<file path="src/rtl/if_id_buffer_if.sv">
// Fetch/decode handshake bundle for if_id_buffer.
// The master side is fetch/decode/EX; the slave side is the buffer itself.
interface if_id_buffer_if #(
  parameter int unsigned CNT_W = 32
);
  logic             in_valid;
  logic             in_ready;
  logic [31:0]      in_ins;
  logic [31:0]      in_pc4;
  logic             flush;
  logic             out_valid;
  logic             out_ready;
  logic [31:0]      out_ins;
  logic [31:0]      out_pc4;
  logic [CNT_W-1:0] stall_cnt;
  logic [CNT_W-1:0] flush_cnt;

  modport master (
    output in_valid, in_ins, in_pc4, flush, out_ready,
    input  in_ready, out_valid, out_ins, out_pc4, stall_cnt, flush_cnt
  );

  modport slave (
    input  in_valid, in_ins, in_pc4, flush, out_ready,
    output in_ready, out_valid, out_ins, out_pc4, stall_cnt, flush_cnt
  );
endinterface

</file>
<file path="src/rtl/if_id_buffer.sv">
// Elastic IF/ID FIFO with valid/ready on both sides and flush on taken branch.
// Define IFID_PERF_EN to build the saturating stall/flush performance counters.
module if_id_buffer #(
  parameter int unsigned DEPTH   = 2,
  parameter logic [31:0] NOP_INS = 32'h0,
  parameter int unsigned CNT_W   = 32
) (
  input logic           CLK,
  input logic           RST,
  if_id_buffer_if.slave bus
);
  localparam int unsigned PTR_W = $clog2(DEPTH);
  localparam int unsigned CW    = $clog2(DEPTH + 1);

  logic [63:0]       mem [DEPTH];
  logic [PTR_W-1:0]  rd_ptr;
  logic [PTR_W-1:0]  wr_ptr;
  logic [CW-1:0]     count;
  logic              in_ready;
  logic              out_valid;
  logic              push;
  logic              pop;

  assign in_ready  = !RST && (count < CW'(DEPTH));
  assign out_valid = (count != '0);
  assign push      = bus.in_valid && in_ready && !bus.flush;
  assign pop       = out_valid && bus.out_ready && !bus.flush;

  assign bus.in_ready  = in_ready;
  assign bus.out_valid = out_valid;
  assign bus.out_ins   = out_valid ? mem[rd_ptr][63:32] : NOP_INS;
  assign bus.out_pc4   = out_valid ? mem[rd_ptr][31:0]  : 32'h0;

  // Storage carries no reset; validity is tracked by count alone.
  always_ff @(posedge CLK) begin
    if (push) begin
      mem[wr_ptr] <= {bus.in_ins, bus.in_pc4};
    end
  end

  always_ff @(posedge CLK or posedge RST) begin
    if (RST) begin
      count  <= '0;
      rd_ptr <= '0;
      wr_ptr <= '0;
    end else if (bus.flush) begin
      count  <= '0;
      rd_ptr <= '0;
      wr_ptr <= '0;
    end else begin
      if (push) begin
        wr_ptr <= wr_ptr + PTR_W'(1);
      end
      if (pop) begin
        rd_ptr <= rd_ptr + PTR_W'(1);
      end
      if (push && !pop) begin
        count <= count + CW'(1);
      end else if (pop && !push) begin
        count <= count - CW'(1);
      end
    end
  end

`ifdef IFID_PERF_EN
  logic [CNT_W-1:0] stall_q;
  logic [CNT_W-1:0] flush_q;

  always_ff @(posedge CLK or posedge RST) begin
    if (RST) begin
      stall_q <= '0;
      flush_q <= '0;
    end else begin
      if (bus.in_valid && !in_ready && (stall_q != '1)) begin
        stall_q <= stall_q + CNT_W'(1);
      end
      if (bus.flush && (flush_q != '1)) begin
        flush_q <= flush_q + CNT_W'(1);
      end
    end
  end

  assign bus.stall_cnt = stall_q;
  assign bus.flush_cnt = flush_q;
`else
  assign bus.stall_cnt = CNT_W'(0);
  assign bus.flush_cnt = CNT_W'(0);
`endif
endmodule

</file>
<file path="src/flat_wrapper.sv">
// flat-port wrapper written by rule: the top's interface ports become plain ports
module if_id_buffer_flat 
#(
  parameter int unsigned DEPTH   = 2,
  parameter logic [31:0] NOP_INS = 32'h0,
  parameter int unsigned CNT_W   = 32
)
  (CLK, RST, bus_in_valid, bus_in_ins, bus_in_pc4, bus_flush, bus_out_ready, bus_in_ready, bus_out_valid, bus_out_ins, bus_out_pc4, bus_stall_cnt, bus_flush_cnt);
  if_id_buffer_if #(.CNT_W(CNT_W)) bus_i ();
  input logic CLK;
  input logic RST;
  input wire logic [$bits(bus_i.in_valid)-1:0] bus_in_valid;
  input wire logic [$bits(bus_i.in_ins)-1:0] bus_in_ins;
  input wire logic [$bits(bus_i.in_pc4)-1:0] bus_in_pc4;
  input wire logic [$bits(bus_i.flush)-1:0] bus_flush;
  input wire logic [$bits(bus_i.out_ready)-1:0] bus_out_ready;
  output wire logic [$bits(bus_i.in_ready)-1:0] bus_in_ready;
  output wire logic [$bits(bus_i.out_valid)-1:0] bus_out_valid;
  output wire logic [$bits(bus_i.out_ins)-1:0] bus_out_ins;
  output wire logic [$bits(bus_i.out_pc4)-1:0] bus_out_pc4;
  output wire logic [$bits(bus_i.stall_cnt)-1:0] bus_stall_cnt;
  output wire logic [$bits(bus_i.flush_cnt)-1:0] bus_flush_cnt;
  assign bus_i.in_valid = bus_in_valid;
  assign bus_i.in_ins = bus_in_ins;
  assign bus_i.in_pc4 = bus_in_pc4;
  assign bus_i.flush = bus_flush;
  assign bus_i.out_ready = bus_out_ready;
  assign bus_in_ready = bus_i.in_ready;
  assign bus_out_valid = bus_i.out_valid;
  assign bus_out_ins = bus_i.out_ins;
  assign bus_out_pc4 = bus_i.out_pc4;
  assign bus_stall_cnt = bus_i.stall_cnt;
  assign bus_flush_cnt = bus_i.flush_cnt;
  if_id_buffer #(.DEPTH(DEPTH), .NOP_INS(NOP_INS), .CNT_W(CNT_W)) u_core (.CLK(CLK), .RST(RST), .bus(bus_i));
endmodule
</file>
<file path="config.mk">
export PLATFORM = sky130hd
export DESIGN_NAME = if_id_buffer_flat
export DESIGN_NICKNAME = d
export VERILOG_FILES = /design/src/rtl/if_id_buffer_if.sv /design/src/rtl/if_id_buffer.sv /design/src/flat_wrapper.sv
export SDC_FILE = /design/constraint.sdc
export NUM_CORES = 1
export LEC_CHECK = 0
export CAP_MARGIN = 20
export CORE_MARGIN = 2
export CORE_UTILIZATION = 49
export CTS_CLUSTER_DIAMETER = 100
export CTS_CLUSTER_SIZE = 25
export DETAILED_ROUTE_END_ITERATION = 6
export GPL_ROUTABILITY_DRIVEN = 1
export PLACE_DENSITY = 0.88
export SKIP_LAST_GASP = 1
export SLEW_MARGIN = 20
export SYNTH_ARGS = -nofsm -noshare
export SYNTH_HDL_FRONTEND = slang
export SYNTH_SLANG_ARGS = --single-unit
</file>
<file path="constraint.sdc">
create_clock -name CLK -period 19.45 [get_ports CLK]
set_input_delay 3.89 -clock CLK [delete_from_list [all_inputs] [get_ports CLK]]
set_output_delay 3.89 -clock CLK [all_outputs]
set_load 0.01 [all_outputs]
</file>
==> flow_summary.yaml <==
setup_path:
  crit_arrival_ps: 5050
  reg2reg_to: "u_core.mem[1][38]"
  worstPathRequired_ps: 15560
  timing.rr.start: "u_core.count[1]"
  cp_top_family: "buffers and inverters"
  worst-path-buf-inv: 2
  cpPeakStageDelay_ps: 550
  slowest_stage: "clkdlybuf4s50_1"
  path_max_fanout: 4
  endpoint_kind: "output pin"
  r2r_cells: 2
  crit_chain: "clkdlybuf4s50_1 -> nor2_1 -> clkdlybuf4s50_1"
  ff2ff_setup_slack_ps: 17680
  path_class: "input port to output pin"
  crit_top_cell: "clkdlybuf4s50_1"
  critical_path.startpoint_type: "input port"
cts:
  cts_buffers: 17
  cts.repair.resized: 0
  clock_latency_ps: 400
  cts-htree-levels: 4
  cts_buffer_depth: 2
  cts.sinks: 132
  post_cts_buffers: 0
  clockRootBuffer: "clkbuf_16"
  cts_tree: "yes"
  cts_hold_buf: 0
  clkTransAtPathRegs_ps: 50
power:
  powerDensity_nw_per_um2: 92.0
  p_leak_nw: 2.53
  vdd_drop_max_uv: 62.0
timing:
  slew_viol_final: 0
  setup_viol: 0
  max_freq_mhz: 112
  tns_ps: 0
  relSlewSlack_pct: 42.9
  worst_pin_slew_ps: 855
  finalCriticalPeriod_ps: 8940
  rsz0062_at_grt: "false"
  hold_violations: 0
  fin_skew_ps: 7.77
  min_period_over_period_pct: 46.0
hold_path:
  hold_depth: 2
  hold_class: "flop to flop"
  hp-start: "u_core.wr_ptr"
  min_to: "u_core.wr_ptr"
synth:
  synth_top_cells_by_count: "128 x edfxtp_1, 69 x buf_4, 65 x mux2i_1"
  postSynthCellCount: 359
  synth.most_common_cell: "edfxtp_1"
  synth.largest_area_cell: "edfxtp_1"
  yosys-top-cells-area: "edfxtp_1 68%, mux2i_1 11%, buf_4 9.1%"
  synth.distinct_cells: 20
  yosys.area.top_type_share_pct: 67.6
  synth_edf_count: 128
  synth_area_um2: 5690
  synth_seq_area_share_pct: 69.4
  synth_seq_cells: 132
  synth_warnings: 0
  avgSynthCellArea_um2: 15.8
  synthFlopType: "edfxtp_1"
  async_flop_share_pct: 3.03
drt:
  num_vias: 3135
  wl_um: 10500
  drt-wirelength-per-cell_um: 16.0
  antenna_left: 0
  drt_iter0_drc: 154
  firstDrtPassIters: 6
  remaining_drc_errors: 0
  vias_per_cell: 4.76
finish:
  area_delta_synth_final_pct: 32.0
  final_layout_size_suffix_gt1_share_pct: 17.6
  nNetsFinal: 572
  final_util_pct: 66.0
  antenna_cells: 0
  nFillCells: 763
job:
  cap_violations: 0
run_status:
  outcome: "finished clean"
global_routing:
  grt_max_degree: 66
  grt_remaining_overflow: 0
  grt_antenna_before_repair: 0
  grt_pass1_wl_um: 16000
  grt_pass1_vias: 3141
  grtUsageTotal_pct: 16.8
floorplan:
  chipWidth_um: 112
  core_um2: 11400
  ios: 199
  die_area_um2: 12500
  rows: 39
  start_util_pct: 50.0
  die_h_um: 112
placement:
  io_buffers: 134
  place_congestion: 0.809
  hpwlAfterDp_um: 6950
## worst register-to-register path, delay by kind of cell, from the launching register on
family | cells | cell delay, ps
buffers and inverters | 1 | 510
flip-flops | 1 | 500
AND/OR/NAND/NOR | 1 | 360
## layer usage
layer  vias to the layer above  routed length, µm  track usage [%]
li1                       1449                  -                -
met1                      1521               4300             20.2
met2                       157               5310             28.2
met3                         8                837             5.99
met4                         0                 86             5.76
met5                         -                  0                0
## where the power goes
part           leakage (nW)  internal [mW]  switching, mW
registers              1.22          0.319        0.00336
logic                  1.04         0.0297         0.0293
clock network         0.275          0.190          0.119
## logic make-up after synthesis
kind of cell	synth area share (%)
buffers and inverters	10.8
other	0.0659
muxes	11.4
AOI/OAI and AO/OA	0.506
DFF	69.4
and+or+nand+nor	7.52
xor gates and xnor gates	0.308
## worst max-delay path by stage
stage,startpoint,cells after the start,endpoint
finish,RST,3,bus_in_ready
global placement,RST,3,bus_in_ready
floorplan,RST,2,u_core.mem[1][0]
CTS,RST,3,bus_in_ready
global route,RST,3,bus_in_ready
detailed placement,RST,3,bus_in_ready
## layout by cell type (no fill, tap or decap), types with 4 or more instances in the layout
cell type	netlist	routed
mux2i_1	65	65
clkdlybuf4s50_1	0	134
nor2_2	49	49
clkinv_4	0	4
clkbuf_16	0	17
nor2_1	20	19
edfxtp_1	128	128
buf_4	69	5
conb_1	1	64
## sequential cells by signal, summed over array words and instances, names as in the netlist
register,cells
u_core.mem,128
u_core.count,2
u_core.rd_ptr,1
u_core.wr_ptr,1
## area by class of cell
class	instances	area [µm²]	area share (%)
repair buffers	140	1410	18.7
well taps	143	179	2.38
multi-input cells	210	1390	18.5
clock inverters	14	153	2.03
flip-flops and latches	132	3950	52.6
clock buffers	18	429	5.72
inverters	2	7.51	0.100
## per-stage QoR
stage / area, µm² / setup slack [ps] / hold WS (ps) / total power, mW / instances
3_5_place_dp: 6900 / 10530 / 621 / 0.387 / 626
6_report: 7510 / 10510 / 636 / 0.691 / 659
4_1_cts: 7480 / 10530 / 636 / 0.696 / 658
2_1_floorplan: 5920 / 8120 / 524 / 0.368 / 422
3_3_place_gp: 6900 / 10560 / 569 / 0.385 / 626
5_1_grt: 7510 / 10430 / 691 / 0.712 / 659
No activity file was read; power rests on OpenSTA's default activity.
